<file path="config.mk">
export PLATFORM = sky130hd
export DESIGN_NAME = execute_flag_checkpoint_register
export DESIGN_NICKNAME = d
export VERILOG_FILES = /design/src/rtl/execute_flag_checkpoint_register.sv
export SDC_FILE = /design/constraint.sdc
export NUM_CORES = 1
export LEC_CHECK = 0
export ABC_AREA = 0
export BUFFER_PORTS_ARGS = -buffer_cell sky130_fd_sc_hd__clkbuf_2
export CORE_UTILIZATION = 45
export CTS_BUF_LIST = sky130_fd_sc_hd__clkbuf_2 sky130_fd_sc_hd__clkbuf_4 sky130_fd_sc_hd__clkbuf_8
export CTS_CLUSTER_SIZE = 16
export DETAILED_ROUTE_END_ITERATION = 6
export HOLD_SLACK_MARGIN = 0.08
export PLACE_DENSITY = 0.79
export SKIP_CTS_REPAIR_TIMING = 1
export SYNTH_ARGS = -nofsm -noshare
export SYNTH_HDL_FRONTEND = slang
export SYNTH_SLANG_ARGS = --single-unit
</file>
<file path="constraint.sdc">
create_clock -name iCLOCK -period 3.1 [get_ports iCLOCK]
set_clock_uncertainty 0.05 [all_clocks]
set_input_delay 0.31 -clock iCLOCK [delete_from_list [all_inputs] [get_ports iCLOCK]]
set_output_delay 0.31 -clock iCLOCK [all_outputs]
set_load 0.03 [all_outputs]
</file>
<file path="src/rtl/execute_flag_checkpoint_register.sv">
// Execute-stage architectural flag register with a LIFO of flag checkpoints for branch/exception recovery.
// Optional feature: define EXECUTE_FLAG_STICKY_EN to make flag bit STICKY_IDX accumulate across execute updates.
module execute_flag_checkpoint_register #(
  parameter int unsigned FLAG_W     = 5,
  parameter int unsigned N_SRC      = 4,
  parameter int unsigned CP_DEPTH   = 4,
  parameter int unsigned STICKY_IDX = 3
) (
  input  logic                        iCLOCK,
  input  logic                        inRESET,
  input  logic                        iRESET_SYNC,
  input  logic                        iCTRL_HOLD,
  input  logic                        iPFLAGR_VALID,
  input  logic [FLAG_W-1:0]           iPFLAGR,
  input  logic                        iPREV_INST_VALID,
  input  logic                        iPREV_BUSY,
  input  logic                        iPREV_FLAG_WRITE,
  input  logic [N_SRC-1:0]            iSRC_VALID,
  input  logic [N_SRC*FLAG_W-1:0]     iSRC_FLAG,
  input  logic                        iCP_SAVE,
  input  logic                        iCP_RESTORE,
  input  logic                        iCP_DISCARD,
  output logic [FLAG_W-1:0]           oFLAG,
  output logic                        oFLAG_UPDATE,
  output logic [$clog2(CP_DEPTH):0]   oCP_COUNT,
  output logic                        oCP_FULL,
  output logic                        oCP_EMPTY,
  output logic                        oCP_ERR
);

  localparam int unsigned AW = $clog2(CP_DEPTH);
  localparam int unsigned CW = AW + 1;

`ifdef EXECUTE_FLAG_STICKY_EN
  localparam logic STICKY_ON = 1'b1;
`else
  localparam logic STICKY_ON = 1'b0;
`endif
  localparam logic [FLAG_W-1:0] STICKY_MASK = STICKY_ON ? (FLAG_W'(1) << STICKY_IDX) : '0;

  logic [FLAG_W-1:0] flag_q, flag_d;
  logic              upd_q, upd_d;
  logic [CW-1:0]     cnt_q, cnt_d;
  logic              full_q, full_d;
  logic              empty_q, empty_d;
  logic              err_q, err_d;
  logic [FLAG_W-1:0] lifo_q [CP_DEPTH];

  logic [FLAG_W-1:0] src_sel;
  logic [FLAG_W-1:0] exec_flag;
  logic [AW-1:0]     top_idx;
  logic              exec_go;
  logic              save_sel, discard_sel, conflict;
  logic              restore_ok, save_ok, discard_ok;
  logic              is_full, is_empty;

  // Lowest-index valid source wins
  always_comb begin
    src_sel = '0;
    for (int k = int'(N_SRC) - 1; k >= 0; k--) begin
      if (iSRC_VALID[k]) src_sel = iSRC_FLAG[k*FLAG_W +: FLAG_W];
    end
  end

  assign exec_flag = src_sel | (flag_q & STICKY_MASK);
  assign exec_go   = !iPREV_BUSY && iPREV_INST_VALID && iPREV_FLAG_WRITE && (|iSRC_VALID);

  assign is_full     = (cnt_q == CW'(CP_DEPTH));
  assign is_empty    = (cnt_q == '0);
  assign top_idx     = AW'(cnt_q - CW'(1));
  assign save_sel    = iCP_SAVE && !iCP_RESTORE;
  assign discard_sel = iCP_DISCARD && !iCP_RESTORE && !iCP_SAVE;
  assign conflict    = (iCP_RESTORE && (iCP_SAVE || iCP_DISCARD)) || (iCP_SAVE && iCP_DISCARD);
  assign restore_ok  = !iCTRL_HOLD && iCP_RESTORE && !is_empty;
  assign save_ok     = !iCTRL_HOLD && save_sel && !is_full;
  assign discard_ok  = !iCTRL_HOLD && discard_sel && !is_empty;

  // Next-state for flags, checkpoint count and error
  always_comb begin
    flag_d  = flag_q;
    upd_d   = 1'b0;
    cnt_d   = cnt_q;
    err_d   = err_q;
    if (iRESET_SYNC) begin
      flag_d = '0;
      cnt_d  = '0;
      err_d  = 1'b0;
    end else begin
      if (iPFLAGR_VALID) begin
        flag_d = iPFLAGR;
      end else if (restore_ok) begin
        flag_d = lifo_q[top_idx];
      end else if (!iCTRL_HOLD && exec_go) begin
        flag_d = exec_flag;
        upd_d  = 1'b1;
      end
      if (restore_ok || discard_ok) begin
        cnt_d = cnt_q - CW'(1);
      end else if (save_ok) begin
        cnt_d = cnt_q + CW'(1);
      end
      if (!iCTRL_HOLD && (conflict || (iCP_RESTORE && is_empty) ||
                          (discard_sel && is_empty) || (save_sel && is_full))) begin
        err_d = 1'b1;
      end
    end
    full_d  = (cnt_d == CW'(CP_DEPTH));
    empty_d = (cnt_d == '0);
  end

  always_ff @(posedge iCLOCK or negedge inRESET) begin
    if (!inRESET) begin
      flag_q  <= '0;
      upd_q   <= 1'b0;
      cnt_q   <= '0;
      full_q  <= 1'b0;
      empty_q <= 1'b1;
      err_q   <= 1'b0;
    end else begin
      flag_q  <= flag_d;
      upd_q   <= upd_d;
      cnt_q   <= cnt_d;
      full_q  <= full_d;
      empty_q <= empty_d;
      err_q   <= err_d;
    end
  end

  // Checkpoint storage needs no reset; only entries below the count are ever read
  always_ff @(posedge iCLOCK) begin
    if (!iRESET_SYNC && save_ok) lifo_q[cnt_q[AW-1:0]] <= flag_q;
  end

  assign oFLAG        = flag_q;
  assign oFLAG_UPDATE = upd_q;
  assign oCP_COUNT    = cnt_q;
  assign oCP_FULL     = full_q;
  assign oCP_EMPTY    = empty_q;
  assign oCP_ERR      = err_q;

endmodule

</file>
# Yosys cells after proc, flatten, opt, wreduce, memory -nomap -nowiden
# Memory sizes are Yosys's and may differ from the RTL's.
# Index checks and enable logic that the tools add are counted.
[op_classes] eq_ne=2 n_mux=19 reduce_logical=38 n_div=0 n_bitwise=0 magnitude_cmp=0 addsub=2 shift=0 mul=0
[ops] cell="$mux 5" n=8
[ops] cell="$logic_and 1x1->1" n=20
[ops] cell="$mux 3" n=3
[ops] cell="$mux 1" n=8
[ops] cell="$logic_not 1->1" n=7
[ops] cell="$eq 3x3->1 const B" n=2
[ops] cell="$logic_not 3->1" n=2
[ops] cell="$logic_or 1x1->1" n=6
[ops] cell="$reduce_bool 4->1" n=1
[ops] cell="$reduce_or 4->1" n=1
[ops] cell="$add 3x1->3 const B" n=1
[ops] cell="$sub 3x1->3 const B" n=1
[ops] cell="$reduce_bool 2->1" n=1
[totals] romBits=0 input_bits=40 ff_bits=12 ram_bits=20 elab_cells=68 n_memories=1 latchBits=0
[mem_list] name="lifo_q" depth=4 width=5 rd=1 rd_ports_with_merged_regs=0 write_ports=1 line_no="47" source="logic [FLAG_W-1:0] lifo_q [CP_DEPTH];"

# Longest topological paths before layout
# Gate-level depths: netlist of the first run.
[logic_depth] ltp_word=9 mapped_depth=9 ltp_nobuf=8

# Worst setup path after synthesis of the first run
# Ideal clock, no wire load.
[synth_timing] path_kind="reg-to-reg" startpoint="reg cnt_q[0] (netlist: oCP_COUNT[0])" endpoint="reg full_q (netlist: oCP_FULL)" setup_ps=119 path_slack_ps=644 path_stages_with_launch=8 period_less_slack_ps=2456 t_arrival_ps=2287 path_cell_list="dfrtp_1 buf_2 inv_1 ha_1 clkbuf_1 mux2_4 a221o_1 and2_1"
[synth_via] elab_chain_cells=7
[synth_lines] item="start: declaration" line_no="43" source="logic [CW-1:0] cnt_q, cnt_d;"
[synth_lines] item="start signal: assignment" line_no="122" source="cnt_q <= cnt_d;"
[synth_lines] item="branches (longest 4 deep; another with $add 3x1->3)"
[synth_lines] item="$mux 3 (*)" line_no="97" source="if (restore_ok || discard_ok) begin"
[synth_lines] item="$mux 3 (*)" line_no="84" source="if (iRESET_SYNC) begin"
[synth_lines] item="$eq 3x3->1 (*)" line_no="107" source="full_d = (cnt_d == CW'(CP_DEPTH));"
[synth_lines] item="net full_d" line_no="44" source="logic full_q, full_d;"
[synth_lines] item="end signal: assignment" line_no="123" source="full_q <= full_d;"
[synth_lines] item="end: declaration" line_no="44"
# Mark *: on every way through the listed nets, which the timed path passes.
# A chain may end at the register's enable or synchronous reset.

# Worst setup path in the final report of the first run
[layout_timing] startpoint="reg cnt_q[0] (netlist: oCP_COUNT[0])" endpoint="mem lifo_q[3][4], enable pin"
[layout_via] elab_chain_cells=6
[layout_lines] item="$eq 3x3->1" line_no="68" source="assign is_full = (cnt_q == CW'(CP_DEPTH));"
[layout_lines] item="$logic_not 1->1" line_no="75" source="assign save_ok = !iCTRL_HOLD && save_sel && !is_full;"
[layout_lines] item="$logic_and 1x1->1" line_no="75"
[layout_lines] item="$logic_and 1x1->1" line_no="131" source="if (!iRESET_SYNC && save_ok) lifo_q[cnt_q[AW-1:0]] <= flag_q;"
[layout_lines] item="$mux 1" line_no="131"
[layout_lines] item="$mux 1 (implied by the code)" line_no="131"
[layout_lines] item="end: declaration" line_no="47"
# Several ways; a longest one is shown, not always the timed one.

==> Flow_metrics.wiki, run 1 <==
{| class="wikitable"
! Metric !! Value
|-
| Result of the run || finished, final reports clean
|-
| Hold Crit Start || iPREV_FLAG_WRITE
|-
| VDD IR-drop max || 0.3701 mV
|-
| Critical R2R Capture || lifo_q[3][4]$_DFFE_PP_
|-
| Required time at the worst-slack endpoint || 3020 ps
|-
| Number of cell instances on the worst register-to-register path || 5
|-
| Insertion delay of the later-clocked pin in the worst-skew pair || a little under 300 ps
|-
| Die width || between 60 and 70 um
|-
| Total via count in the routed design || 1310
|-
| Flip-flop and latch count after synthesis || 32
|-
| Number of nets produced by synthesis || 191
|-
| CTS clock-pin slew for the worst setup and hold paths || 70 ps
|-
| Number of core rows || 21
|-
| Max-slew violation count || 0
|-
| Number of flops mapped to enable cells by yosys || 20
|-
| Number of top-level pins || 52
|-
| Critical path fanouts, max || 11
|-
| Final total negative setup slack || 0 ps
|-
| Critical Path Source || oCP_COUNT[0]$_DFF_PN0_
|-
| Clock period minus final worst setup slack || between 2000 and 3000 ps
|-
| Post-detailed-route DRC marker count || 0
|-
| Kind of end point of the critical path || flop
|-
| Share of flip-flops with an asynchronous set or reset || 37.50%
|-
| Warnings, synthesis || 0
|-
| Number of hold violations in the final report || 0
|-
| Largest delay share family, worst path || flip-flops
|-
| Antenna cells || 0
|-
| Worst path buffer plus inverter count || 1
|-
| Die Footprint || 4008 um^2
|-
| Wirelength per Cell || 14.04 um
|-
| Overall overflow remaining after global route || 0
|-
| Layout fillers || 304
|-
| Final setup vio count || 0
|-
| Total Routing Usage GR || 19.76%
|-
| Static leakage || 0.9132 nW
|-
| Worst setup slack for register-to-register paths || 540 ps
|-
| Unrepaired setup endpoints after global routing || no
|-
| Cells after synthesis || 146
|-
| Critical path class || flop to flop
|-
| Slew at the pin with the worst max-slew slack || 552.8 ps
|-
| Critical-path top delay cell || sky130_fd_sc_hd__dfrtp_1
|-
| Critical Path End || lifo_q[3][4]$_DFFE_PP_
|-
| Cell area after synthesis || between 1500 and 2000 um^2
|-
| Via count of the first global-routing pass || about 1300
|-
| Worst EP arrival || 2480 ps
|-
| Sink Count || 32
|-
| Die Y || 63.31 um
|-
| Standard cell core area || 3468 um^2
|-
| Synth unique cells || 34
|-
| Slowest Stage Delay on Critical Path || 640 ps
|-
| Total wirelength of the detailed-routed design || around 3.5 mm
|-
| Buffer cell driving the clock tree root || sky130_fd_sc_hd__clkbuf_8
|-
| Ratio of final minimum period to clock period || 82.57%
|-
| Total clock buffers created by CTS || 5
|-
| CP Depth || 5
|-
| Count of input and output buffers || 51
|-
| Violation count after the first detailed-routing iteration || 61
|-
| Crit-path cells || inv_1 -> ha_1 -> a2111oi_4 -> nor2b_1 -> and2_1
|-
| Worst slack, placed || 507.1 ps
|-
| Leading post-synthesis cells by cell area || sky130_fd_sc_hd__edfxtp_1 36%, sky130_fd_sc_hd__dfrtp_1 16%, sky130_fd_sc_hd__mux4_2 6.7%
|-
| DRT antenna net count || 0
|-
| Global-route wire length before repair || 5.809 mm
|-
| Headroom to the max-slew limit || 62.86%
|-
| Main flop type after synthesis || sky130_fd_sc_hd__edfxtp_1
|-
| Via density per instance || 5.325
|-
| # Max-Cap Violations || 0
|-
| Syn-to-layout area delta || 24.11%
|-
| Buffer depth of the longest clock path || 2
|-
| Effective utilization at floorplan || 48.77%
|-
| Mapped Avg Cell Area || approximately 12 um^2
|-
| Fraction of synthesized cell area taken by the top area cell type || 35.50%
|-
| Layout cells sized above 1 || 35.00%
|-
| Initial antenna violation count || 0
|-
| Final Wtd Congestion || 0.8020
|-
| Power density over the cells || just under 600 nW/um^2
|-
| Pre-Repair DR Iteration Count || 4
|-
| Final layout net count || between 200 and 250
|-
| Largest net degree at the start of global routing || 13
|-
| Launching point of the worst reg2reg path || oCP_COUNT[0]$_DFF_PN0_
|-
| Least setup slack across all paths after layout || ~540 ps
|-
| Achievable Freq || 390.7 MHz
|-
| Worst min-delay path class || input pin to flop
|-
| Sequential element share of the synthesized area || 53.33%
|-
| Largest area contributor in the synthesized netlist || sky130_fd_sc_hd__edfxtp_1
|-
| Clock tree from TritonCTS || done
|-
| Hpwl dp || 2.736 mm
|-
| Total number of H-tree levels || 2
|-
| Element type at the critical path start || flop
|}
report_power, final:
part | internal, mW | leakage (nW) | switching [mW]
clock | 0.238 | 0.0541 | 0.158
sequential | 0.489 | 0.342 | 0.0369
combinational | 0.136 | 0.518 | 0.171
flip-flops by register name (all words and copies together), names as in the netlist:
signal	cells
oFLAG	5
oCP_EMPTY	1
oCP_FULL	1
oCP_COUNT	3
lifo_q	20
oFLAG_UPDATE	1
oCP_ERR	1
cells by family after synthesis:
family	after synthesis	synth area share, %
AO/OA/AOI/OAI	38	15.61
XOR/XNOR	1	0.5178
adder cells (fa/ha/maj)	5	3.698
buffers and inverters	17	3.994
flip-flops	32	53.33
multiplexers	8	8.728
AND/OR/NAND/NOR	45	14.13
layer usage:
metal / vias to the layer above / track usage (%) / share of wire, %
met1: 618 / 24.76 / 44
met3: 9 / 6.159 / 5.9
met2: 43 / 30.65 / 48
met5: - / 0 / 0
li1: 640 / - / -
met4: 0 / 10.23 / 2.3
cell usage after synthesis (2+ instances only):
| library cell | count |
|---|---|
| sky130_fd_sc_hd__edfxtp_1 | 20 |
| sky130_fd_sc_hd__a21oi_1 | 19 |
| sky130_fd_sc_hd__nor2_1 | 13 |
| sky130_fd_sc_hd__dfrtp_1 | 11 |
| sky130_fd_sc_hd__inv_1 | 11 |
| sky130_fd_sc_hd__nand2_1 | 9 |
| sky130_fd_sc_hd__and2_1 | 6 |
| sky130_fd_sc_hd__nand2b_1 | 6 |
| sky130_fd_sc_hd__ha_1 | 5 |
| sky130_fd_sc_hd__mux4_2 | 5 |
| sky130_fd_sc_hd__o21ai_0 | 5 |
| sky130_fd_sc_hd__a32o_1 | 4 |
| sky130_fd_sc_hd__buf_2 | 3 |
| sky130_fd_sc_hd__clkbuf_1 | 3 |
| sky130_fd_sc_hd__nor2b_1 | 3 |
| sky130_fd_sc_hd__mux2i_1 | 2 |
| sky130_fd_sc_hd__nor4_1 | 2 |
| sky130_fd_sc_hd__o22ai_1 | 2 |
| sky130_fd_sc_hd__or3_1 | 2 |
area by class of cell:
type / count / area [um^2] / share of cell area [%]
Multi-Input combinational cell: 97 / 721.9 / 34.39
Clock buffer: 5 / 68.82 / 3.278
Sequential cell: 32 / 902.1 / 42.97
Clock inverter: 3 / 42.54 / 2.026
Inverter: 11 / 41.29 / 1.967
Timing Repair Buffer: 52 / 265.3 / 12.63
Tap cell: 46 / 57.56 / 2.741
how the worst min path moves through the flow:
stage | endpoint | slack [ps] | cells past startpoint
after detailed placement | oCP_COUNT[1]$_DFF_PN0_ | 170 | 1
after floorplan | oCP_COUNT[0]$_DFF_PN0_ | -40 | 0
after global placement | oCP_COUNT[1]$_DFF_PN0_ | 160 | 1
after CTS | oCP_FULL$_DFF_PN0_ | -150 | 1
after global routing | oFLAG_UPDATE$_DFF_PN0_ | 280 | 3
final | oFLAG_UPDATE$_DFF_PN0_ | 260 | 3
tightest hold or removal path: stages:
cell,delay [ps]
sky130_fd_sc_hd__clkbuf_2,80
sky130_fd_sc_hd__nand4bb_1,110
sky130_fd_sc_hd__nor4_1,60
placed cells by master, fill, tap and decap left out, drive strengths merged, types with 2 or more instances in the layout:
cell    netlist  final
edfxtp       20     20
or3           2      2
nor2b         4      4
a32o          4      4
nor2         13     13
a21oi        19     19
nand2b        6      6
nor4          2      2
mux4          5      5
a211oi        2      2
mux2i         2      2
clkbuf        3     56
and2          6      6
o21ai         6      6
o22ai         2      2
inv          11     11
ha            5      5
dfrtp        11     11
nand2         9      9
stage by stage:
stage / power [mW] / cells / hold WS (ps) / area [um^2] / util [%]
after global placement: 0.8422 / 237 / 164.6 / 1978 / 57.03
final: 1.228 / 246 / 263.2 / 2100 / 60.53
after floorplan: 0.7507 / 146 / -35.59 / 1692 / -
after detailed placement: 0.8434 / 237 / 165.9 / 1978 / 57.03
after global routing: 1.292 / 246 / 281.1 / 2100 / 60.53
after CTS: 1.240 / 245 / -147.3 / 2090 / 60.25
Note: power is estimated with default switching activity, not from simulation.
==> run 2: changes to the inputs <==
--- a/config.mk
+++ b/config.mk
@@ -12,7 +12,7 @@
 export CTS_CLUSTER_SIZE = 16
 export DETAILED_ROUTE_END_ITERATION = 6
 export HOLD_SLACK_MARGIN = 0.08
-export PLACE_DENSITY = 0.79
+export PLACE_DENSITY = 0.82
 export SKIP_CTS_REPAIR_TIMING = 1
 export SYNTH_ARGS = -nofsm -noshare
 export SYNTH_HDL_FRONTEND = slang
==> constraint.sdc (replaced) <==
create_clock -name iCLOCK -period 2.1 [get_ports iCLOCK]
set_clock_uncertainty 0.05 [all_clocks]
set_input_delay 0.21 -clock iCLOCK [delete_from_list [all_inputs] [get_ports iCLOCK]]
set_output_delay 0.21 -clock iCLOCK [all_outputs]
set_load 0.03 [all_outputs]
==> run 2 against run 1 <==
Maximum frequency rose by 28%; critical path depth rose by 2; die area did not move; largest cell class unchanged.
==> Flow_metrics.wiki, run 2 (synthesized netlist as in run 1, its figures left out) <==
{| class="wikitable"
! Metric !! Value
|-
| Most common cell after layout, fill and taps aside || sky130_fd_sc_hd__clkbuf_2
|-
| Number of cell instances on the worst register-to-register path || 7
|-
| Slew at the pin with the worst max-slew slack || 377.6 ps
|-
| Via density per instance || approximately 5.3
|-
| Die Footprint || 4008 um^2
|-
| Placed instance count || 239
|-
| VDD IR-drop max || 0.5084 mV
|-
| Clock period minus final worst setup slack || around 2000 ps
|-
| Syn-to-layout area delta || 26.63%
|-
| Portion of total power attributed to sequential cells || 41.1%
|-
| Critical path fanouts, max || 5
|-
| Count of input and output buffers || 51
|-
| Number of hold violations in the final report || 0
|-
| Number of top-level pins || 52
|-
| Insertion delay of the later-clocked pin in the worst-skew pair || about 290 ps
|-
| Max-slew violation count || 0
|-
| Initial antenna violation count || 0
|-
| Final Power || 1.868 mW
|-
| Total wirelength of the detailed-routed design || 3.692 mm
|-
| Final setup vio count || 0
|-
| # Max-Cap Violations || 0
|-
| Int Power || 1.317 mW
|-
| Worst slack, placed || 93.36 ps
|-
| Die width || 63.31 um
|-
| Worst EP arrival || 2140 ps
|-
| Share of power burned in combinational logic || 27.3%
|-
| Cell count of the worst hold path || 3
|-
| Critical-path top delay cell || sky130_fd_sc_hd__dfrtp_2
|-
| Critical path class || flop to flop
|-
| Hpwl dp || 2.799 mm
|-
| Standard cell core area || 3468 um^2
|-
| Required time at the worst-slack endpoint || 2230 ps
|-
| Global-route wire length before repair || roughly 6.1 mm
|-
| Layout fillers || ~290
|-
| Result of the run || finished, final reports clean
|-
| Leading cell types in the layout, fill and taps excluded || 51 x sky130_fd_sc_hd__clkbuf_2, 20 x sky130_fd_sc_hd__edfxtp_1, 19 x sky130_fd_sc_hd__a21oi_1
|-
| Least setup slack across all paths after layout || 96.24 ps
|-
| Via count of the first global-routing pass || 1313
|-
| Filler-free cell count of the finished design || 248
|-
| Layout cells sized above 1 || 39.60%
|-
| Die Y || 63.31 um
|-
| Max reg flops || 20
|-
| Antenna cells || 0
|-
| Element type at the critical path start || flop
|-
| Effective utilization at floorplan || 48.77%
|-
| Crit-path cells || inv_1 -> ha_4 -> nor2b_4 -> a211oi_2 -> mux2_4 -> a221o_1 -> and2_1
|-
| Min-Delay Endpoint || oFLAG_UPDATE$_DFF_PN0_
|-
| Total Routing Usage GR || 20.76%
|-
| CTS clock-pin slew for the worst setup and hold paths || 60 ps
|-
| Pre-Repair DR Iteration Count || 4
|-
| Total via count in the routed design || roughly 1300
|-
| Final Wtd Congestion || 0.7665
|-
| Clock tree from TritonCTS || done
|-
| Switching power share of the total || 29.48%
|-
| Area taken by multi-input logic gates || 747.0 um^2
|-
| Critical R2R Capture || oCP_FULL$_DFF_PN0_
|-
| Buffer cell driving the clock tree root || sky130_fd_sc_hd__clkbuf_8
|-
| Largest net degree at the start of global routing || 13
|-
| Total number of H-tree levels || 2
|-
| Overall overflow remaining after global route || 0
|-
| Post-detailed-route DRC marker count || 0
|-
| Unrepaired setup endpoints after global routing || no
|-
| Kind of end point of the critical path || flop
|-
| Total clock buffers created by CTS || 5
|-
| Power density over the cells || 872.0 nW/um^2
|-
| Headroom to the max-slew limit || about three quarters
|-
| Static leakage || 0.9305 nW
|-
| Worst setup slack for register-to-register paths || ~96 ps
|-
| DRT antenna net count || 0
|-
| Wirelength per Cell || 14.89 um
|-
| Net Switching || 0.5506 mW
|-
| Sink Count || 32
|-
| Total area of sequential cells || 904.6 um^2
|-
| Ratio of final minimum period to clock period || 95.42%
|-
| Launching point of the worst reg2reg path || oCP_COUNT[1]$_DFF_PN0_
|-
| Achievable Freq || 499.1 MHz
|-
| Violation count after the first detailed-routing iteration || 32
|-
| Slowest Stage Delay on Critical Path || between 400 and 500 ps
|-
| Final layout net count || 246
|-
| Clock share of power || 31.6%
|-
| Worst min-delay path class || input pin to flop
|-
| Hold Crit Start || iPREV_FLAG_WRITE
|-
| Number of core rows || 21
|-
| Critical Path Source || oCP_COUNT[1]$_DFF_PN0_
|-
| Final total negative setup slack || 0 ps
|-
| Buffer depth of the longest clock path || 2
|}
[run 2: changes by cell type in the layout (fill, tap and decap cells not counted), moves of 2 or more]
cell                      previous run  this run
sky130_fd_sc_hd__and2_1              6         3
sky130_fd_sc_hd__dfrtp_2             0         2
sky130_fd_sc_hd__buf_4               0         2
sky130_fd_sc_hd__and2_2              0         2
sky130_fd_sc_hd__dfrtp_1            11         9
[run 2: power by group through the flow]
stage	sequential, mW	combinational (mW)	clock [mW]
2_1_floorplan	0.838	0.300	0
3_3_place_gp	0.778	0.501	0
3_5_place_dp	0.778	0.511	0
4_1_cts	0.767	0.513	0.593
5_1_grt	0.772	0.557	0.622
6_report	0.767	0.511	0.590
[run 2: area by class of cell]
type	count	share of cell area (%)
sequential	32	42.23
clock buffer	6	3.563
timing repair buffer	54	13.08
clock inverter	2	1.636
multi-input combinational	97	34.87
tap	46	2.687
inverter	11	1.928
[run 2: worst max path at each step]
| stage | to | slack [ps] | depth (start not counted) |
|---|---|---|---|
| 6_report | oCP_FULL$_DFF_PN0_ | 100 | 7 |
| 4_1_cts | oCP_FULL$_DFF_PN0_ | 90 | 7 |
| 5_1_grt | lifo_q[2][3]$_DFFE_PP_ | 10 | 5 |
| 3_3_place_gp | oCP_FULL$_DFF_PN0_ | 150 | 7 |
| 3_5_place_dp | oCP_FULL$_DFF_PN0_ | 90 | 7 |
| 2_1_floorplan | oCP_FULL$_DFF_PN0_ | 30 | 7 |
[run 2: layer usage]
layer | up-vias | GRT usage [%] | routed length, um
met2 | 35 | 34.14 | 1835
met5 | - | 0 | 0
met1 | 639 | 25.98 | 1664
met3 | 5 | 5.435 | 136
met4 | 0 | 8.239 | 55
li1 | 643 | - | -
[run 2: per-stage QoR]
stage          hold slack (ps)  cell area (um^2)  util, %
2_1_floorplan           -135.6              1727        -
3_3_place_gp             64.81              2018    58.19
3_5_place_dp             72.96              2018    58.19
4_1_cts                 -235.1              2130    61.40
5_1_grt                  179.3              2142    61.76
6_report                 152.7              2142    61.76
[run 2: critical path: cells and delay by family (launching register included)]
kind	cells	cell delay, ps
AOI/OAI and AO/OA	2	430
DFF	1	430
and+or+nand+nor	2	350
buffers and inverters	1	170
adders and majority gates	1	190
muxes	1	270
==> run 3: changes to the inputs <==
--- a/config.mk
+++ b/config.mk
@@ -5,14 +5,14 @@
 export SDC_FILE = /design/constraint.sdc
 export NUM_CORES = 1
 export LEC_CHECK = 0
-export ABC_AREA = 0
+export ABC_AREA = 1
 export BUFFER_PORTS_ARGS = -buffer_cell sky130_fd_sc_hd__clkbuf_2
 export CORE_UTILIZATION = 45
 export CTS_BUF_LIST = sky130_fd_sc_hd__clkbuf_2 sky130_fd_sc_hd__clkbuf_4 sky130_fd_sc_hd__clkbuf_8
 export CTS_CLUSTER_SIZE = 16
 export DETAILED_ROUTE_END_ITERATION = 6
 export HOLD_SLACK_MARGIN = 0.08
-export PLACE_DENSITY = 0.82
+export PLACE_DENSITY = 0.81
 export SKIP_CTS_REPAIR_TIMING = 1
 export SYNTH_ARGS = -nofsm -noshare
 export SYNTH_HDL_FRONTEND = slang
==> run 3 against run 2 <==
Cell area is 4.8% higher; die area is 7.0% higher; via count is 26% higher; largest power group unchanged; critical path depth is 2 lower; hold slack better by 61 ps; sequential power is 2% lower; setup slack better by 120 ps; critical endpoint is now lifo_q[0][1]$_DFFE_PP_; register-to-register slack better by 120 ps; non-clock buffer count is 1 higher; total power is 4.9% lower; routed wire length is 8.3% higher.
==> Flow_metrics.wiki, run 3 <==
{| class="wikitable"
! Metric !! Value
|-
| Launching point of the worst reg2reg path || oCP_COUNT[1]$_DFF_PN0_
|-
| Number of core rows || 22
|-
| Flip-flop and latch count after synthesis || 32
|-
| Pre-Repair DR Iteration Count || 4
|-
| Leading post-synthesis cells by cell area || sky130_fd_sc_hd__edfxtp_1 33%, sky130_fd_sc_hd__nand2_1 16%, sky130_fd_sc_hd__dfrtp_1 15%
|-
| Via count of the first global-routing pass || 1426
|-
| Final Wtd Congestion || 0.9420
|-
| Total wirelength of the detailed-routed design || about 4.0 mm
|-
| VDD IR-drop max || 0.3753 mV
|-
| Buffer depth of the longest clock path || 2
|-
| Count of input and output buffers || 51
|-
| Sink Count || 32
|-
| Number of flops mapped to enable cells by yosys || 20
|-
| Largest area contributor in the synthesized netlist || sky130_fd_sc_hd__edfxtp_1
|-
| Violation count after the first detailed-routing iteration || 98
|-
| Unrepaired setup endpoints after global routing || no
|-
| Standard cell core area || 3771 um^2
|-
| Total number of H-tree levels || 2
|-
| Worst EP arrival || approximately 1800 ps
|-
| Initial antenna violation count || 0
|-
| Total area of sequential cells || 902.1 um^2
|-
| Least setup slack across all paths after layout || 217.5 ps
|-
| Cells after synthesis || 230
|-
| Leading cell types in the layout, fill and taps excluded || 78 x sky130_fd_sc_hd__nand2_1, 51 x sky130_fd_sc_hd__clkbuf_2, 31 x sky130_fd_sc_hd__nand3_1
|-
| Worst slack, placed || 201.1 ps
|-
| Fraction of synthesized cell area taken by the top area cell type || between 30% and 40%
|-
| Cell area after synthesis || 1814 um^2
|-
| Global-route wire length before repair || between 6 and 7 mm
|-
| Main flop type after synthesis || sky130_fd_sc_hd__edfxtp_1
|-
| Critical-path top delay cell || sky130_fd_sc_hd__dfrtp_1
|-
| Slowest Stage Delay on Critical Path || approximately 390 ps
|-
| Result of the run || finished, final reports clean
|-
| Max reg flops || 20
|-
| Layout cells sized above 1 || between 20% and 30%
|-
| Final layout net count || 331
|-
| Die width || 65.50 um
|-
| Hpwl dp || 3.113 mm
|-
| Worst hold margin || approximately 210 ps
|-
| Clock period minus final worst setup slack || approximately 1900 ps
|-
| Area taken by multi-input logic gates || 790.8 um^2
|-
| Buffer cell driving the clock tree root || sky130_fd_sc_hd__clkbuf_8
|-
| Slew at the pin with the worst max-slew slack || 413.6 ps
|-
| Crit-path cells || inv_1 -> ha_1 -> nand2_1 -> nand3_1 -> nor2_1
|-
| Filler-free cell count of the finished design || 335
|-
| Static leakage || 1.123 nW
|-
| # Max-Cap Violations || 0
|-
| Most frequently used cell type in the post-synthesis netlist || sky130_fd_sc_hd__nand2_1
|-
| Critical Path Source || oCP_COUNT[1]$_DFF_PN0_
|-
| Layout fillers || roughly 340
|-
| Largest delay share family, worst path || simple AND/OR/NAND/NOR gates
|-
| Final total negative setup slack || 0 ps
|-
| Ratio of final minimum period to clock period || 89.64%
|-
| Achievable Freq || 531.2 MHz
|-
| List of most frequent post-synthesis cells || 78 x sky130_fd_sc_hd__nand2_1, 31 x sky130_fd_sc_hd__nand3_1, 25 x sky130_fd_sc_hd__nor2_1, 21 x sky130_fd_sc_hd__inv_1, 20 x sky130_fd_sc_hd__edfxtp_1
|-
| Required time at the worst-slack endpoint || 1990 ps
|-
| Synth unique cells || 24
|-
| Post-detailed-route DRC marker count || 0
|-
| Most common cell after layout, fill and taps aside || sky130_fd_sc_hd__nand2_1
|-
| Final setup vio count || 0
|-
| Largest net degree at the start of global routing || 16
|-
| Power density over the cells || 791.1 nW/um^2
|-
| Placed instance count || between 300 and 400
|-
| Overall overflow remaining after global route || 0
|-
| Total via count in the routed design || ~1700
|-
| Via density per instance || 4.961
|-
| Die Footprint || ~4300 um^2
|-
| Worst min-delay path class || input pin to flop
|-
| Number of top-level pins || 52
|-
| Antenna cells || 0
|-
| Clock tree from TritonCTS || done
|-
| Syn-to-layout area delta || 23.72%
|-
| Critical path class || flop to flop
|-
| Share of flip-flops with an asynchronous set or reset || 37.50%
|-
| Wirelength per Cell || 11.94 um
|-
| Critical path fanouts, max || 6
|-
| Insertion delay of the later-clocked pin in the worst-skew pair || roughly 280 ps
|-
| Mapped Avg Cell Area || slightly below 8 um^2
|-
| Fin util || between 50% and 60%
|-
| Sequential element share of the synthesized area || around half
|-
| Element type at the critical path start || flop
|-
| DRT antenna net count || 0
|-
| Hold Crit Start || iPFLAGR[4]
|-
| Die Y || 65.50 um
|-
| Kind of end point of the critical path || flop
|-
| Warnings, synthesis || 0
|-
| CTS clock-pin slew for the worst setup and hold paths || 70 ps
|-
| Effective utilization at floorplan || between 40% and 50%
|-
| Number of nets produced by synthesis || roughly 280
|-
| Max-slew violation count || 0
|-
| Total Routing Usage GR || roughly a fifth
|-
| Number of hold violations in the final report || 0
|-
| Worst path buffer plus inverter count || 1
|-
| Headroom to the max-slew limit || 72.32%
|-
| Total clock buffers created by CTS || 5
|}
run 3: power breakdown:
part | leakage, nW | switching, mW | internal (mW)
Combinational | 0.731 | 0.289 | 0.149
Clock | 0.0541 | 0.233 | 0.351
Sequential | 0.337 | 0.0367 | 0.717
run 3: logic make-up after synthesis:
logic type / after synthesis / share of synthesized area [%]
DFF: 32 / 49.72
adders and majority gates: 5 / 3.448
xor gates and xnor gates: 1 / 0.4828
buffers and inverters: 30 / 6.690
and+or+nand+nor: 143 / 33.65
AOI/OAI and AO/OA: 19 / 6.000
run 3: stage by stage:
step,cell area [um^2],power (mW)
finish,2245,1.776
global route,2245,1.878
CTS,2225,1.787
detailed placement,2113,1.202
global placement,2113,1.191
floorplan,1814,1.057
run 3: cell type report:
cell class                 instances  share of cell area [%]
multi-input combinational        168                   35.23
tap                               48                   2.676
clock inverter                     3                   1.895
clock buffer                       5                   3.066
inverter                          24                   4.013
timing repair buffer              55                   12.93
sequential                        32                   40.19
run 3: final timing paths:
path / slack (ps) / cells past startpoint / end
hold / removal: 210 / 5 / oFLAG[4]$_DFFE_PN0P_
min in group asynchronous: 300 / 2 / oCP_COUNT[2]$_DFF_PN0_
setup / recovery: 220 / 5 / lifo_q[0][1]$_DFFE_PP_
setup reg to reg: 220 / 5 / lifo_q[0][1]$_DFFE_PP_
max in group asynchronous: 1420 / 2 / oCP_EMPTY$_DFF_PN1_
hold reg to reg: 460 / 2 / oCP_ERR$_DFFE_PN0P_
run 3: routing by layer:
metal  global-route usage (%)  part of all wire (%)  vias up
li1                         -                     -      859
met1                    26.23                    45      723
met3                    5.382                   7.6        7
met5                        0                     0        -
met4                    6.250                  0.98        0
met2                    31.83                    47       73
run 3: tightest hold or removal path, cell delays in order:
cell	delay (ps)
sky130_fd_sc_hd__clkbuf_2	80
sky130_fd_sc_hd__nor2_1	30
sky130_fd_sc_hd__nor2_1	90
sky130_fd_sc_hd__nand2_1	50
sky130_fd_sc_hd__nand2_1	50
